==> src/rtl/sf2_ram_port_arbiter_pkg.sv <==
// Shared definitions for the RAM1K18 port-A arbiter: data width, byte-enable
// encodings and the init/run FSM states.
package sf2_ram_port_arbiter_pkg;

  localparam int DATA_W = 18;

  localparam logic [1:0] WEN_WRITE = 2'b11;
  localparam logic [1:0] WEN_READ  = 2'b00;

  typedef enum logic {
    ST_INIT = 1'b0,
    ST_RUN  = 1'b1
  } state_e;

endpackage

==> src/rtl/sf2_rr_arbiter.sv <==
// Combinational round-robin pick over NREQ requesters plus the priority
// pointer, which advances past the winner on every grant.
module sf2_rr_arbiter #(
  parameter int NREQ = 4
) (
  input  logic            CLK,
  input  logic            ARST_N,
  input  logic [NREQ-1:0] REQ,
  input  logic            STALL,
  output logic [NREQ-1:0] GNT
);

  localparam int PW = $clog2(NREQ);

  logic [PW-1:0] ptr;
  logic [PW-1:0] win;
  logic          found;

  // NOTE: every output of this block gets a default first, so no path can infer a latch.
  always_comb begin
    int idx;
    GNT   = '0;
    win   = '0;
    found = 1'b0;
    idx   = 0;
    if (!STALL) begin
      for (int k = 0; k < NREQ; k++) begin
        idx = (int'(ptr) + k) % NREQ;
        if (!found && REQ[idx]) begin
          found    = 1'b1;
          GNT[idx] = 1'b1;
          win      = PW'(idx);
        end
      end
    end
  end

  // NOTE: combinational blocks use blocking '=', clocked state uses non-blocking '<='.
  always_ff @(posedge CLK or negedge ARST_N) begin
    if (!ARST_N) begin
      ptr <= '0;
    end else if (found) begin
      ptr <= (int'(win) == NREQ - 1) ? '0 : win + 1'b1;
    end
  end

endmodule

==> src/rtl/sf2_ram_port_arbiter.sv <==
// Shares RAM1K18 port A between NREQ requesters: clears the memory after reset,
// then grants one access per cycle round-robin and steers read data back by tag.
module sf2_ram_port_arbiter
  import sf2_ram_port_arbiter_pkg::*;
#(
  parameter int                NREQ      = 4,
  parameter int                AW        = 10,
  parameter int                RD_LAT    = 1,
  parameter logic [DATA_W-1:0] INIT_WORD = 18'h0
) (
  input  logic                   CLK,
  input  logic                   ARST_N,
  input  logic [NREQ-1:0]        REQ,
  input  logic [NREQ-1:0]        WE,
  input  logic [NREQ*AW-1:0]     ADDR,
  input  logic [NREQ*DATA_W-1:0] WDATA,
  output logic [NREQ-1:0]        GNT,
  output logic [NREQ-1:0]        RVALID,
  output logic [DATA_W-1:0]      RDATA,
  output logic                   INIT_DONE,
  input  logic                   RAM_BUSY,
  output logic                   RAM_EN,
  output logic [1:0]             RAM_WEN,
  output logic [AW-1:0]          RAM_ADDR,
  output logic [DATA_W-1:0]      RAM_DIN,
  input  logic [DATA_W-1:0]      RAM_DOUT
);

  localparam int IW = $clog2(NREQ);

  state_e              state;
  state_e              state_nxt;
  logic [AW-1:0]       cnt;
  logic                stall;
  logic                xfer;
  logic [IW-1:0]       gnt_id;
  logic                sel_we;
  logic [AW-1:0]       sel_addr;
  logic [DATA_W-1:0]   sel_wdata;
  logic [RD_LAT:0]     tag_v;
  logic [IW-1:0]       tag_id [RD_LAT+1];

  assign stall = RAM_BUSY || (state != ST_RUN);

  sf2_rr_arbiter #(.NREQ(NREQ)) u_arb (
    .CLK   (CLK),
    .ARST_N(ARST_N),
    .REQ   (REQ),
    .STALL (stall),
    .GNT   (GNT)
  );

  always_comb begin
    gnt_id = '0;
    for (int i = 0; i < NREQ; i++) begin
      if (GNT[i]) gnt_id = IW'(i);
    end
    xfer      = |GNT;
    sel_we    = WE[gnt_id];
    sel_addr  = ADDR[int'(gnt_id)*AW +: AW];
    sel_wdata = WDATA[int'(gnt_id)*DATA_W +: DATA_W];
  end

  always_ff @(posedge CLK or negedge ARST_N) begin
    if (!ARST_N) state <= ST_INIT;
    else         state <= state_nxt;
  end

  // Leave INIT on the edge that writes the last word.
  always_comb begin
    state_nxt = state;
    if (state == ST_INIT && !RAM_BUSY && (&cnt)) state_nxt = ST_RUN;
  end

  always_ff @(posedge CLK or negedge ARST_N) begin
    if (!ARST_N) begin
      cnt       <= '0;
      INIT_DONE <= 1'b0;
      RAM_EN    <= 1'b0;
      RAM_WEN   <= WEN_READ;
      RAM_ADDR  <= '0;
      RAM_DIN   <= '0;
    end else if (state == ST_INIT) begin
      if (!RAM_BUSY) begin
        RAM_EN   <= 1'b1;
        RAM_WEN  <= WEN_WRITE;
        RAM_ADDR <= cnt;
        RAM_DIN  <= INIT_WORD;
        cnt      <= cnt + 1'b1;
        if (&cnt) INIT_DONE <= 1'b1;
      end else begin
        RAM_EN  <= 1'b0;
        RAM_WEN <= WEN_READ;
      end
    end else begin
      RAM_EN  <= xfer;
      RAM_WEN <= (xfer && sel_we) ? WEN_WRITE : WEN_READ;
      if (xfer)           RAM_ADDR <= sel_addr;
      if (xfer && sel_we) RAM_DIN  <= sel_wdata;
    end
  end

  // Tag valids shift unconditionally so a BUSY stall never drops a read in flight.
  always_ff @(posedge CLK or negedge ARST_N) begin
    if (!ARST_N) tag_v <= '0;
    else         tag_v <= {tag_v[RD_LAT-1:0], xfer && !sel_we};
  end

  // NOTE: the id payload is qualified by tag_v, so this shift register needs no reset.
  always_ff @(posedge CLK) begin
    tag_id[0] <= gnt_id;
    for (int k = 1; k <= RD_LAT; k++) tag_id[k] <= tag_id[k-1];
  end

  always_comb begin
    RVALID = '0;
    if (tag_v[RD_LAT]) RVALID[tag_id[RD_LAT]] = 1'b1;
  end

  assign RDATA = RAM_DOUT;

endmodule
==> config.mk <==
export PLATFORM = sky130hd
export DESIGN_NAME = sf2_ram_port_arbiter
export DESIGN_NICKNAME = d
export VERILOG_FILES = /design/src/rtl/sf2_ram_port_arbiter_pkg.sv /design/src/rtl/sf2_rr_arbiter.sv /design/src/rtl/sf2_ram_port_arbiter.sv
export SDC_FILE = /design/constraint.sdc
export NUM_CORES = 1
export LEC_CHECK = 0
export BUFFER_PORTS_ARGS = -buffer_cell sky130_fd_sc_hd__buf_2
export CORE_MARGIN = 2
export CORE_UTILIZATION = 41
export DETAILED_ROUTE_END_ITERATION = 10
export GPL_ROUTABILITY_DRIVEN = 0
export MAX_ROUTING_LAYER = met4
export PLACE_DENSITY = 0.78
export SLEW_MARGIN = 20
export SYNTH_ARGS = -nofsm -noshare
export SYNTH_HDL_FRONTEND = slang
export SYNTH_SLANG_ARGS = --single-unit
export TNS_END_PERCENT = 30
==> constraint.sdc <==
create_clock -name CLK -period 3.62 [get_ports CLK]
set_input_delay 0.362 -clock CLK [delete_from_list [all_inputs] [get_ports CLK]]
set_output_delay 0.362 -clock CLK [all_outputs]
set_load 0.03 [all_outputs]
### Word level (Yosys, flattened, before mapping)

Memory sizes are Yosys's and may differ from the RTL's.
Index checks and enable logic that the tools add are counted.

| operators by class | value |
|---|---|
| $add $sub $neg | 5 |
| multiply operators | 2 |
| $lt $le $gt $ge | 11 |
| eq/ne operators | 4 |
| shift operators | 2 |
| multiplexer cells | 60 |
| bitwise operators | 8 |
| reduce and logical (&&, ||, !) cells | 27 |

Operators by type and width:

| kind | count |
|---|---|
| $shiftx A72 B8 Y18 | 1 |
| $mux W18 | 3 |
| $shiftx A40 B7 Y10 | 1 |
| $mux W4 | 9 |
| $mux W10 | 3 |
| $mux W1 | 24 |
| $mux W2 | 11 |
| $logic_and A1 B1 Y1 | 12 |
| $lt A3 B4 Y1 const B | 3 |
| $or A4 B4 Y4 | 3 |
| $reduce_and A12 Y1 | 1 |
| $add A10 B1 Y10 const B | 1 |
| $bmux W1 S2 | 5 |
| $demux W1 S2 | 5 |
| $reduce_and A10 Y1 | 1 |
| $ge A3 B1 Y1 const B | 3 |
| $lt A2 B3 Y1 const B | 3 |
| $mul A2 B4 Y6 const B | 1 |
| $ne A2 B1 Y1 const B | 3 |
| $reduce_and A2 Y1 | 3 |
| $reduce_or A2 Y1 | 3 |
| $logic_not A1 Y1 | 5 |
| $mul A2 B3 Y5 const B | 1 |
| $add A2 B1 Y2 const B | 2 |
| 7 further kinds | 12 |

| word-level totals | value |
|---|---|
| bits in registers | 47 |
| RAM bits | 4 |
| input bits | 141 |
| memories kept | 1 |

Memory list:

| name | words | bits a word | read ports | clocked after Yosys merged registers in | wr ports | RTL line | text |
|---|---|---|---|---|---|---|---|
| tag_id | 2 | 2 | 2 | 0 | 2 | sf2_ram_port_arbiter.sv:41 | `logic [IW-1:0] tag_id [RD_LAT+1];` |

### Depth between registers and ports, before layout

Gate-level depths: netlist of run 1.

| logic depth | value |
|---|---|
| depth in word-level cells | 25 |
| depth in mapped cells | 14 |
| depth with buffers taken out | 11 |

### Modules after synthesis

From an unflattened synthesis of run 1, not the netlist that was laid out.

| second synthesis, totals | value |
|---|---|
| cell total of the unflattened synthesis | 372 |
| area total of the unflattened synthesis | 3515.9 µm² |

By module, submodules not included:

| module | instances | cells an instance | area each (µm²) | sequential area each (µm²) |
|---|---|---|---|---|
| sf2_ram_port_arbiter | 1 | 308 | 2970.3 | 1181.1 |
| sf2_rr_arbiter | 1 | 64 | 545.5 | 50.0 |

### Worst setup path after synthesis of run 1

Ideal clock, no wire load.

| path | value |
|---|---|
| kind | reg-to-reg |
| start point | reg u_arb.ptr[0] |
| end point | reg RAM_DIN[0] |
| arrival time | 3.630 ns |
| path slack | -0.089 ns |
| stages on the path, launching flop included | 15 |
| path through | dfrtp_1 buf_2 inv_1 ha_1 clkbuf_1 mux2i_1 nand3_1 a22o_1 a31oi_1 nor2_2 mux2i_1 mux2i_1 buf_6 buf_6 mux2i_1 |

RTL lines:

| element | RTL line | text |
|---|---|---|
| start, declared | sf2_rr_arbiter.sv:15 | `logic [PW-1:0] ptr;` |
| start signal, assigned | sf2_rr_arbiter.sv:43 | `ptr <= (int'(win) == NREQ - 1) ? '0 : win + 1'b1;` |
| $add A2 B1 Y2 / $bmux W1 S2 (equally long branches) | sf2_rr_arbiter.sv:28, sf2_rr_arbiter.sv:29 |  |
| $reduce_or A2 Y1 (no source line) / $mux W1 (equally long branches) | - |  |
| $and A1 B1 Y1 (no source line) / $mux W1 (equally long branches) | - |  |
| $lt A3 B4 Y1 (implied by the code), or another cell as far along | sf2_rr_arbiter.sv:31 | `GNT[idx] = 1'b1;` |
| $logic_and A1 B1 Y1 (implied by the code) / $logic_not A1 Y1 (equally long branches) | sf2_rr_arbiter.sv:31, sf2_rr_arbiter.sv:29 |  |
| $mux W1 (implied by the code) / $logic_and A1 B1 Y1 (equally long branches) | sf2_rr_arbiter.sv:31, sf2_rr_arbiter.sv:29 |  |
| $demux W1 S2 / $mux W1 (equally long branches) | - |  |
| $or A4 B4 Y4 (no source line) / $mux W1 (equally long branches) | - |  |
| (+2 left out) | - |  |
| $or A4 B4 Y4 (no source line) / $mux W1 (equally long branches) | - |  |
| $mux W4 / $mux W1 (equally long branches) | sf2_rr_arbiter.sv:29, sf2_rr_arbiter.sv:26 |  |
| $mux W4 / $logic_not A1 Y1 (equally long branches) | sf2_rr_arbiter.sv:26, sf2_rr_arbiter.sv:29 |  |
| $or A4 B4 Y4 (no source line) / $logic_and A1 B1 Y1 (equally long branches) | - |  |
| $mux W4 * | sf2_rr_arbiter.sv:29 | `if (!found && REQ[idx]) begin` |
| $mux W4 * | sf2_rr_arbiter.sv:26 | `if (!STALL) begin` |
| named net GNT[3] | sf2_ram_port_arbiter.sv:17 | `output logic [NREQ-1:0] GNT,` |
| branches (longest 6 deep; another with $mul A2 B4 Y6) | - |  |
| end signal, assigned | sf2_ram_port_arbiter.sv:99 | `if (xfer && sel_we) RAM_DIN <= sel_wdata;` |
| end, declared | sf2_ram_port_arbiter.sv:25 | `output logic [DATA_W-1:0] RAM_DIN,` |

Mark *: on every way through the listed nets, which the timed path passes. The select of a mux whose other input is x is not followed.
A chain may end at the register's enable or synchronous reset.

### Final worst setup path of run 1

| path | value |
|---|---|
| start point | reg u_arb.ptr[0] |
| end point | reg RAM_ADDR[0] |

| on the way | value |
|---|---|
| cells in the longest elaborated chain, start to end | 23 |

Ends and longest elaborated chain:

| element | RTL line | text |
|---|---|---|
| $add A2 B1 Y2 / $bmux W1 S2 (equally long branches) | sf2_rr_arbiter.sv:28, sf2_rr_arbiter.sv:29 |  |
| $reduce_or A2 Y1 (no source line) / $mux W1 (equally long branches) | - |  |
| $and A1 B1 Y1 (no source line) / $mux W1 (equally long branches) | - |  |
| $lt A3 B4 Y1 (implied by the code), or another cell as far along | sf2_rr_arbiter.sv:31 |  |
| $logic_and A1 B1 Y1 (implied by the code) / $logic_not A1 Y1 (equally long branches) | sf2_rr_arbiter.sv:31, sf2_rr_arbiter.sv:29 |  |
| $mux W1 (implied by the code) / $logic_and A1 B1 Y1 (equally long branches) | sf2_rr_arbiter.sv:31, sf2_rr_arbiter.sv:29 |  |
| $demux W1 S2 / $mux W1 (equally long branches) | - |  |
| $or A4 B4 Y4 (no source line) / $mux W1 (equally long branches) | - |  |
| (+6 left out) | - |  |
| $mux W4 * | sf2_rr_arbiter.sv:29 |  |
| $mux W4 * | sf2_rr_arbiter.sv:26 |  |
| $mux W1 | sf2_ram_port_arbiter.sv:56 | `if (GNT[i]) gnt_id = IW'(i);` |
| $mux W2 (2 in a row) | sf2_ram_port_arbiter.sv:56 |  |
| $mul A2 B3 Y5 | sf2_ram_port_arbiter.sv:60 | `sel_addr = ADDR[int'(gnt_id)*AW +: AW];` |
| $shiftx A40 B7 Y10 | sf2_ram_port_arbiter.sv:60 |  |
| $mux W10 | sf2_ram_port_arbiter.sv:98 | `if (xfer) RAM_ADDR <= sel_addr;` |
| $mux W10 | sf2_ram_port_arbiter.sv:83 | `end else if (state == ST_INIT) begin` |
| end signal, assigned | sf2_ram_port_arbiter.sv:87 | `RAM_ADDR <= cnt;` |
| end signal, assigned | sf2_ram_port_arbiter.sv:98 |  |
| end, declared | sf2_ram_port_arbiter.sv:24 | `output logic [AW-1:0] RAM_ADDR,` |

Mark *: on every way between the ends. The rest lies on a longest branch, timed or not. The select of a mux whose other input is x is not followed.

==> impl_metrics.env, run 1 <==
export IMPL_post_cts_buffers=0
export IMPL_finish_utilization_pct=52.78
export IMPL_crit_family="compound AO/OA/AOI/OAI gates"
export IMPL_antenna_found_initial=1
export IMPL_numCtsBuffers=5
export IMPL_first_pass_iters=4
export IMPL_grt_ovfl_total=0
export IMPL_synth_adder_area_share_pct=3.113
export IMPL_avgSynthCellArea_um2=9.519
export IMPL_grt_first_pass_wirelength_um=16670
export IMPL_root_buffer="clkbuf_8"
export IMPL_wl_per_cell_um=16.83
export IMPL_dieArea_um2=9590
export IMPL_maxSlewViolCount=0
export IMPL_synth_area_um2=3617
export IMPL_drtIter0Drc=121
export IMPL_fin_nets=663
export IMPL_fin_skew_ns=0.008021
export IMPL_clk_pin_slew_worst_paths_ns=0.10
export IMPL_dp_hpwl_um=8052
export IMPL_start_util_pct=41.89
export IMPL_synth_most_common_cell="mux2i_1"
export IMPL_irDropWorstVdd_v=0.0001772
export IMPL_port_buffers=162
export IMPL_synth_edf_count=0
export IMPL_grt_util_met2_pct=36.78
export IMPL_powerDensity_nw_per_um2=325.9
export IMPL_fin_crit_ns=3.417
export IMPL_synth_compound_area_share_pct=21.41
export IMPL_die_h_um=97.93
export IMPL_synth_xor_xnor_area_share_pct=2.906
export IMPL_crit_slowest_cell="a2111o_1"
export IMPL_detail_route_antenna_nets=0
export IMPL_setup_slack_ns=0.2028
export IMPL_dieWidth_um=97.93
export IMPL_wl_um=10490
export IMPL_clock_latency_ns=0.31
export IMPL_netlist_top_cell_by_area="dfrtp_1"
export IMPL_synth_async_reset_ratio_pct=92.00
export IMPL_worstSetupPathType="flop to flop"
export IMPL_synthDistinctLibCells=50
export IMPL_syn_inst=380
export IMPL_status="finished clean"
export IMPL_cp_data_arrival_time_ns=3.62
export IMPL_rsz0062_at_grt="no"
export IMPL_r2r_start="u_arb.ptr[0]$_DFFE_PN0P_"
export IMPL_cts_resized=0
export IMPL_drive_gt1_share_pct=39.11
export IMPL_rows=34
export IMPL_clock_sinks=50
export IMPL_cpPeakStageDelay_ns=0.50
export IMPL_remaining_drc_errors=0
export IMPL_met3_usage_pct=4.438
export IMPL_yosys_warnings=0
export IMPL_ys_seq_area_share_pct=34.04
export IMPL_num_fill_cells=794
export IMPL_grt_max_degree=47
export IMPL_core_um2=8636
export IMPL_synth_seq_cells=50
export IMPL_synth_top_family_by_area="compound AO/OA/AOI/OAI gates"
export IMPL_max_slew_margin_pct=60.57
export IMPL_num_vias=3527
export IMPL_synth_simple_area_share_pct=12.04
export IMPL_cp_required_ns=3.83
export IMPL_hold_viol_final=0
export IMPL_crit_chain="inv_1 > ha_2 > mux2i_1 > nand3_1 > a2111o_1 > a311oi_4 > nor2_4 > buf_6 > o22ai_1 > o221ai_1 > mux2_2"
export IMPL_synth_top_cells_by_count="mux2i_1 (54), dfrtp_1 (46), nand2_1 (37)"
export IMPL_cts_hold_buf=0
export IMPL_ys_flop_type="dfrtp_1"
export IMPL_startpoint="u_arb.ptr[0]$_DFFE_PN0P_"
export IMPL_post_route_period_util_pct=94.40
export IMPL_cts_tree="built"
export IMPL_path_max_fanout=45
export IMPL_viasPerCell=5.661
export IMPL_tns_ns=0
export IMPL_cp_start_kind="flop"
export IMPL_endpoint_kind="flop"
export IMPL_grt_usage_pct=21.85
export IMPL_hold_class="primary input to asynchronous set/reset pin"
export IMPL_p_leak_nw=2.463
export IMPL_areaGrowthSynthToFinish_pct=26.01
export IMPL_ctsHtreeMaxLevel=2
export IMPL_grt_pass1_vias=3448
export IMPL_cp_num_buf_inv=2
export IMPL_maxCapViolations=0
export IMPL_num_io_pins=199
export IMPL_setup_viol=0
export IMPL_muxShareOfSynthArea_pct=17.43
export IMPL_worst_pin_slew_ns=0.5915
export IMPL_dp_slack_ns=0.09531
export IMPL_synth_area_top_cells="dfrtp_1 (32%), mux2i_1 (15%), o221ai_1 (5.6%), buf_4 (3.9%), nand2_1 (3.8%)"
export IMPL_clock_path_buffers=2
export IMPL_yosys_area_top_type_share_pct=31.82
export IMPL_use_met1_pct=25.72
export IMPL_fmax_ghz=0.2926
export IMPL_grt_busiest_layer="met2"
export IMPL_synth_net_count=530
==> metal layers <==
| metal | wire [um] | vias up | share of wire [%] |
|---|---|---|---|
| met1 | 4049 | 1653 | 39 |
| met5 | 0 | - | 0 |
| met2 | 5219 | 173 | 50 |
| met3 | 872 | 38 | 8.3 |
| li1 | - | 1663 | - |
| met4 | 348 | 0 | 3.3 |
==> worst reg2reg max path: cells and delay by family, from the launching register on <==
family                     cells  cell delay, ns
AOI/OAI and AO/OA              4            1.30
adders and majority gates      1            0.45
buffers and inverters          2            0.31
DFF                            1            0.37
muxes                          2            0.60
and+or+nand+nor                2            0.28
==> power breakdown <==
| part | leakage [nW] | total [mW] | internal (mW) | switching, mW |
|---|---|---|---|---|
| combinational | 1.77 | 0.379 | 0.175 | 0.204 |
| clock | 0.0563 | 0.417 | 0.211 | 0.206 |
| sequential | 0.637 | 0.689 | 0.624 | 0.0649 |
| total | 2.46 | 1.49 | 1.01 | 0.475 |
==> cell type report <==
cell class | instances | area [um2] | area share, %
multi-input cells | 270 | 2108 | 46.25
flip-flops and latches | 50 | 1231 | 27.01
well taps | 108 | 135.1 | 2.965
clock inverters | 3 | 48.80 | 1.071
repair buffers | 177 | 929.6 | 20.40
clock buffers | 5 | 68.82 | 1.510
diodes | 1 | 2.502 | 0.05490
inverters | 9 | 33.78 | 0.7411
==> worst paths after layout <==
kind	slack, ns	end	cells past startpoint
worst max-delay path	0.20	RAM_ADDR[0]$_DFFE_PN0P_	11
worst min-delay path	0.05	RAM_EN$_DFF_PN0_	1
worst max register to register	0.20	RAM_ADDR[0]$_DFFE_PN0P_	11
worst min register to register	0.34	tag_id[0][3]$_DFF_P_	0
max in group asynchronous	3.17	cnt[1]$_DFFE_PN0P_	1
min in group CLK	0.34	tag_id[0][3]$_DFF_P_	0
==> registers in the layout, summed over array words and instances (netlist names) <==
signal and cells:
INIT_DONE 1, tag_id 4, u_arb.ptr 2, state 1, tag_v 2, cnt 10, RAM_EN 1, RAM_DIN 18
RAM_WEN 1, RAM_ADDR 10
==> layout by cell type, fill, tap and decap left out, drive strengths merged, types with 9 or more instances in the layout <==
master,n
ha,9
o21a,18
buf,177
xnor2,10
o221ai,23
nand2,37
o22ai,11
mux2i,54
nor2,15
inv,10
dfrtp,46
==> kinds of logic after synthesis <==
group,Yosys count
muxes,60
DFF,50
AOI/OAI and AO/OA,99
adders and majority gates,9
xor gates and xnor gates,12
buffers and inverters,60
and+or+nand+nor,90
==> through the flow <==
step,std cells,power [mW],hold WS [ns],instance area [um2]
6_report,623,1.485,0.05298,4558
5_1_grt,623,1.575,0.09124,4558
4_1_cts,622,1.500,0.2767,4542
3_5_place_dp,614,1.078,0.3161,4424
3_3_place_gp,614,1.066,0.3131,4424
2_1_floorplan,380,0.9575,0.06641,3623
(Power assumes the default switching activity.)
==> inputs of run 2 (changes only) <==
- CORE_MARGIN: 2 -> unset
- SYNTH_HIERARCHICAL: unset -> 1
==> run 2 against run 1 <==
Area after synthesis decreased by 2.8%. Sequential cell count unchanged. Sequential share of layout area increased by 0.80 points. Largest power group unchanged.
==> impl_metrics.env, run 2 <==
export IMPL_status="finished clean"
export IMPL_clock_latency_ns=0.30
export IMPL_grt_first_pass_wirelength_um=13590
export IMPL_grt_ovfl_total=0
export IMPL_fmax_ghz=0.2952
export IMPL_path_max_fanout=18
export IMPL_reg2reg_depth=12
export IMPL_clk_pin_slew_worst_paths_ns=0.09
export IMPL_grt_pass1_vias=2922
export IMPL_fin_crit_ns=3.388
export IMPL_ys_seq_area_share_pct=35.02
export IMPL_yosys_area_top_type_share_pct=32.74
export IMPL_maxCapViolations=0
export IMPL_ys_flop_type="dfrtp_1"
export IMPL_num_vias=3281
export IMPL_die_h_um=94.60
export IMPL_antenna_found_initial=0
export IMPL_synth_seq_cells=50
export IMPL_first_pass_iters=4
export IMPL_ctsHtreeMaxLevel=2
export IMPL_drive_gt1_share_pct=43.64
export IMPL_synth_most_common_cell="dfrtp_1"
export IMPL_dp_cells=605
export IMPL_crit_chain="inv_1 > ha_1 > mux4_2 > a22oi_1 > nor2_1 > a221oi_1 > nor2_2 > nor4_4 > mux2_4 > inv_4 > and3_4 > a22o_1"
export IMPL_antenna_cells=0
export IMPL_num_io_pins=199
export IMPL_dieArea_um2=8949
export IMPL_cp_data_arrival_time_ns=3.58
export IMPL_areaGrowthSynthToFinish_pct=25.91
export IMPL_root_buffer="clkbuf_8"
export IMPL_clock_sinks=50
export IMPL_fin_skew_ns=0.002906
export IMPL_fin_nets=659
export IMPL_cp_start_kind="flop"
export IMPL_synth_edf_count=0
export IMPL_post_route_period_util_pct=93.59
export IMPL_powerDensity_nw_per_um2=322.1
export IMPL_dieWidth_um=94.60
export IMPL_cp_required_ns=3.81
export IMPL_tns_ns=0
export IMPL_synth_net_count=521
export IMPL_largest_reg_flops=18
export IMPL_clock_path_buffers=2
export IMPL_synthDistinctLibCells=52
export IMPL_top_regs="RAM_DIN: 18 flops, RAM_ADDR: 10 flops, cnt: 10 flops"
export IMPL_rsz0062_at_grt="no"
export IMPL_seqCellArea_um2=1231
export IMPL_numCtsBuffers=5
export IMPL_endpoint_kind="flop"
export IMPL_drtIter0Drc=106
export IMPL_cp_num_buf_inv=2
export IMPL_port_buffers=162
export IMPL_remaining_drc_errors=0
export IMPL_synth_area_um2=3516
export IMPL_rows=33
export IMPL_crit_slowest_cell="ha_1"
export IMPL_synth_area_top_cells="dfrtp_1 (33%), mux2_2 (7.4%), mux2i_1 (6.3%), nand2_1 (4.8%), a22o_1 (4.5%)"
export IMPL_grt_max_degree=47
export IMPL_finish_utilization_pct=53.61
export IMPL_multi_input_area_um2=2014
export IMPL_viasPerCell=5.326
export IMPL_worstSetupPathType="flop to flop"
export IMPL_fin_cells=616
export IMPL_wl_um=9085
export IMPL_r2r_start="u_arb/ptr[0]$_DFFE_PN0P_"
export IMPL_synth_top_cells_by_count="dfrtp_1 (46), nand2_1 (45), nor2_1 (31)"
export IMPL_core_um2=8258
export IMPL_start_util_pct=42.58
export IMPL_syn_inst=372
export IMPL_cp_depth=12
export IMPL_grt_usage_pct=20.17
export IMPL_hold_class="primary input to asynchronous set/reset pin"
export IMPL_mostFrequentLayoutCells="buf_2 (161), dfrtp_1 (46), nand2_1 (45)"
export IMPL_hold_viol_final=0
export IMPL_startpoint="u_arb/ptr[0]$_DFFE_PN0P_"
export IMPL_p_total_mw=1.426
export IMPL_final_common_cell="buf_2"
export IMPL_dp_hpwl_um=6925
export IMPL_netlist_top_cell_by_area="dfrtp_1"
export IMPL_cts_tree="built"
export IMPL_irDropWorstVdd_v=0.0002053
export IMPL_synth_async_reset_ratio_pct=92.00
export IMPL_worst_pin_slew_ns=0.5814
export IMPL_num_fill_cells=757
export IMPL_detail_route_antenna_nets=0
export IMPL_maxSlewViolCount=0
export IMPL_max_slew_margin_pct=61.24
export IMPL_cpPeakStageDelay_ns=0.45
export IMPL_avgSynthCellArea_um2=9.451
export IMPL_p_leak_nw=2.173
export IMPL_regMostFlops="RAM_DIN"
export IMPL_wl_per_cell_um=14.75
export IMPL_yosys_warnings=6
export IMPL_crit_family="multiplexers"
export IMPL_setup_viol=0
[run 2: cell types whose count changed after synthesis, moves of 8 or more]
cell      previous run  this run
mux2i_1             54        22
o221ai_1            23         0
o21ai_0              4        26
mux2_2               4        23
o21a_1              18         0
nor2_1              14        31
a22o_1               4        18
o22ai_1             11         0
a211oi_1             0         8
nand2_1             37        45
o311a_1              0         8
[run 2: final timing paths]
| kind | slack [ns] | end |
|---|---|---|
| max reg2reg | 0.23 | RAM_DIN[10]$_DFFE_PN0P_ |
| max | 0.23 | RAM_DIN[10]$_DFFE_PN0P_ |
| max in group asynchronous | 3.17 | cnt[4]$_DFFE_PN0P_ |
| min in group CLK | 0.33 | tag_id[0][2]$_DFF_P_ |
| min reg2reg | 0.33 | tag_id[0][2]$_DFF_P_ |
| min | 0.06 | u_arb/ptr[0]$_DFFE_PN0P_ |
[run 2: power by group]
group / internal [mW] / switching (mW) / total [mW]
Sequential: 0.625 / 0.0606 / 0.686
Combinational: 0.165 / 0.189 / 0.354
Clock: 0.206 / 0.180 / 0.386
[run 2: what timing repair did]
item | 4_1_cts | 5_1_grt
hold buffers | 0 | 0
setup endpoints to repair | 0 | 19
gates resized for setup | 0 | 3
hold endpoints to repair | 0 | 0
setup buffers | 0 | 3
[run 2: layout make-up]
type | count | share of cell area [%]
clock buffer | 6 | 1.639
clock inverter | 2 | 0.8479
inverter | 9 | 0.8197
multi-input combinational | 270 | 45.51
sequential | 50 | 27.81
tap | 105 | 2.968
timing repair buffer | 174 | 20.41
[run 2: metal layers]
layer / vias up / share of wire, % / global-route usage, %
li1: 1595 / - / -
met4: 0 / 1.8 / 6.439
met2: 144 / 49 / 34.89
met3: 16 / 6.6 / 2.818
met1: 1526 / 42 / 24.13
met5: - / 0 / -
[run 2: kinds of logic after synthesis]
kind of cell / after synthesis / synth area share, %
simple gates: 113 / 15.73
compound gates: 89 / 18.90
buf+inv: 52 / 8.968
flops: 50 / 35.02
mux: 48 / 15.34
xor+xnor: 12 / 3.203
fa+ha+maj: 8 / 2.847
[run 2: stage by stage]
step	setup slack (ns)	area [um2]	hold slack (ns)
3_3_place_gp	0.2845	4272	0.3144
2_1_floorplan	0.002268	3538	0.06641
5_1_grt	0.005571	4427	0.1045
6_report	0.2321	4427	0.06312
4_1_cts	0.1111	4382	0.2741
3_5_place_dp	0.1319	4272	0.3157
[run 2: worst reg2reg max path, delay by kind of cell, from the launching register on]
family                   cells  cell delay [ns]
AO/OA/AOI/OAI                3             0.74
AND/OR/NAND/NOR              4             0.77
adder cells (fa/ha/maj)      1             0.45
buffers and inverters        2             0.19
flip-flops                   1             0.35
multiplexers                 2             0.78
==> inputs of run 3 (changes only) <==
- GPL_TIMING_DRIVEN: unset -> 0
==> run 3 against run 2 <==
Total power decreased by 0.43%. Wire length increased by 15%. First-iteration DRC count increased by 25%. Global-route usage increased by 3.0 points. Die area is the same. Non-clock buffer count rose by 55. Cell count rose by 8.9%. Sequential cell count unchanged. Utilization increased by 4.5 points. Clock power shrank 16%. Critical path depth is 4 higher. Maximum frequency decreased by 2.5%.
==> impl_metrics.env, run 3 (synthesis gave the netlist of run 2 again) <==
export IMPL_status="finished clean"
export IMPL_grt_first_pass_wirelength_um=15640
export IMPL_p_leak_nw=2.397
export IMPL_top_regs="RAM_DIN: 18 flops, RAM_ADDR: 10 flops, cnt: 10 flops"
export IMPL_die_h_um=94.60
export IMPL_fin_skew_ns=0.01208
export IMPL_cp_start_kind="flop"
export IMPL_wl_um=10410
export IMPL_r2r_start="u_arb/ptr[0]$_DFFE_PN0P_"
export IMPL_antenna_cells=0
export IMPL_worstSetupPathType="flop to flop"
export IMPL_largest_reg_flops=18
export IMPL_dieArea_um2=8949
export IMPL_post_route_period_util_pct=95.94
export IMPL_endpoint="RAM_DIN[14]$_DFFE_PN0P_"
export IMPL_mostFrequentLayoutCells="buf_2 (183), nand2_1 (45), dfrtp_1 (44)"
export IMPL_max_slew_margin_pct=60.52
export IMPL_clock_sinks=50
export IMPL_grt_usage_pct=23.17
export IMPL_finish_utilization_pct=58.09
export IMPL_num_fill_cells=762
export IMPL_areaGrowthSynthToFinish_pct=36.44
export IMPL_rows=33
export IMPL_drive_gt1_share_pct=48.94
export IMPL_drtIter0Drc=133
export IMPL_start_util_pct=42.58
export IMPL_regMostFlops="RAM_DIN"
export IMPL_hold_class="primary input to asynchronous set/reset pin"
export IMPL_clock_latency_ns=0.30
export IMPL_powerDensity_nw_per_um2=296.0
export IMPL_maxSlewViolCount=0
export IMPL_rsz0062_at_grt="yes"
export IMPL_viasPerCell=5.326
export IMPL_antenna_found_initial=0
export IMPL_fin_crit_ns=3.473
export IMPL_final_common_cell="buf_2"
export IMPL_r2r_slack_ns=0.15
export IMPL_clock_path_buffers=2
export IMPL_remaining_drc_errors=0
export IMPL_clk_pin_slew_worst_paths_ns=0.09
export IMPL_port_buffers=179
export IMPL_grt_max_degree=47
export IMPL_fin_nets=714
export IMPL_irDropWorstVdd_v=0.0001457
export IMPL_worst_pin_slew_ns=0.5922
export IMPL_wl_per_cell_um=15.51
export IMPL_endpoint_kind="flop"
export IMPL_hold_viol_final=0
export IMPL_dp_hpwl_um=7913
export IMPL_setup_viol=0
export IMPL_core_um2=8258
export IMPL_startpoint="u_arb/ptr[0]$_DFFE_PN0P_"
export IMPL_fmax_ghz=0.2879
export IMPL_placed_cell_area_um2=4566
export IMPL_path_max_fanout=10
export IMPL_num_io_pins=199
export IMPL_dieWidth_um=94.60
export IMPL_grt_ovfl_total=0
export IMPL_root_buffer="clkbuf_8"
export IMPL_cp_required_ns=3.82
export IMPL_ctsHtreeMaxLevel=2
export IMPL_final_area_um2=4797
export IMPL_num_vias=3574
export IMPL_grt_pass1_vias=3241
export IMPL_numCtsBuffers=5
export IMPL_detail_route_antenna_nets=0
export IMPL_cts_tree="built"
export IMPL_maxCapViolations=0
export IMPL_worstReg2RegEnd="RAM_DIN[14]$_DFFE_PN0P_"
export IMPL_cp_data_arrival_time_ns=3.67
export IMPL_first_pass_iters=4
export IMPL_reg2reg_depth=16
[run 3: power breakdown]
group | leakage, nW | total, mW | switching (mW) | internal [mW]
Clock | 0.0374 | 0.324 | 0.187 | 0.137
Combinational | 1.72 | 0.409 | 0.221 | 0.189
Sequential | 0.642 | 0.687 | 0.0616 | 0.625
Total | 2.40 | 1.42 | 0.469 | 0.950
[run 3: final cells by class]
| type | instances | area, um2 | area share [%] |
|---|---|---|---|
| Tap cell | 105 | 131.4 | 2.739 |
| Clock buffer | 6 | 72.57 | 1.513 |
| Multi-Input combinational cell | 270 | 2044 | 42.62 |
| Sequential cell | 50 | 1234 | 25.72 |
| Inverter | 9 | 40.04 | 0.8346 |
| Clock inverter | 2 | 15.01 | 0.3130 |
| Buffer | 42 | 301.5 | 6.286 |
| Timing Repair Buffer | 187 | 958.4 | 19.98 |
[run 3: through the flow]
step	hold slack [ns]	setup TNS (ns)	total power [mW]	instances	setup slack [ns]
finish	0.06155	0	1.420	671	0.1470
global route	0.1038	-0.3293	1.502	671	-0.04072
CTS	0.2707	0	1.428	665	0.04155
detailed placement	0.3161	-9.491	1.099	656	-0.4544
global placement	0.3168	-5.585	1.084	656	-0.3025
floorplan	0.06641	0	0.9394	372	0.002268
[run 3: routing by layer]
layer / vias to the layer above / GRT usage (%) / routed length (um)
met1: 1692 / 28.43 / 4389
met2: 168 / 40.89 / 5245
met4: 0 / 4.293 / 86
met3: 9 / 2.979 / 683
met5: - / - / 0
li1: 1705 / - / -
[run 3: worst min path at each step]
stage                               startpoint                    end  cells after the start
final                                   ARST_N   RAM_WEN[0]$_DFF_PN0_                      1
after global routing                    ARST_N     tag_v[0]$_DFF_PN0_                      1
after CTS                               ARST_N     tag_v[0]$_DFF_PN0_                      1
after detailed placement  tag_id[0][1]$_DFF_P_   tag_id[0][3]$_DFF_P_                      0
after global placement    tag_id[0][0]$_DFF_P_   tag_id[0][2]$_DFF_P_                      0
after floorplan                         ARST_N  INIT_DONE$_DFFE_PN0P_                      0
[run 3: worst max-delay path: stages, from the launching register on]
cell	delay, ns
dfrtp_2	0.39
buf_6	0.16
clkinvlp_4	0.13
ha_4	0.33
mux4_2	0.40
a22oi_1	0.21
nor2_1	0.08
a221oi_2	0.21
nor2_2	0.08
buf_6	0.15
nor4_4	0.29
mux2_4	0.23
inv_4	0.06
and3_4	0.18
buf_6	0.14
buf_6	0.14
a22o_1	0.19
[run 3: repair_timing]
| action | in CTS | in global routing |
|---|---|---|
| hold buffers | 0 | 0 |
| resized for setup | 12 | 10 |
| setup endpoints to repair | 29 | 27 |
| buffers inserted | 2 | 6 |
| pin swaps | 0 | 3 |
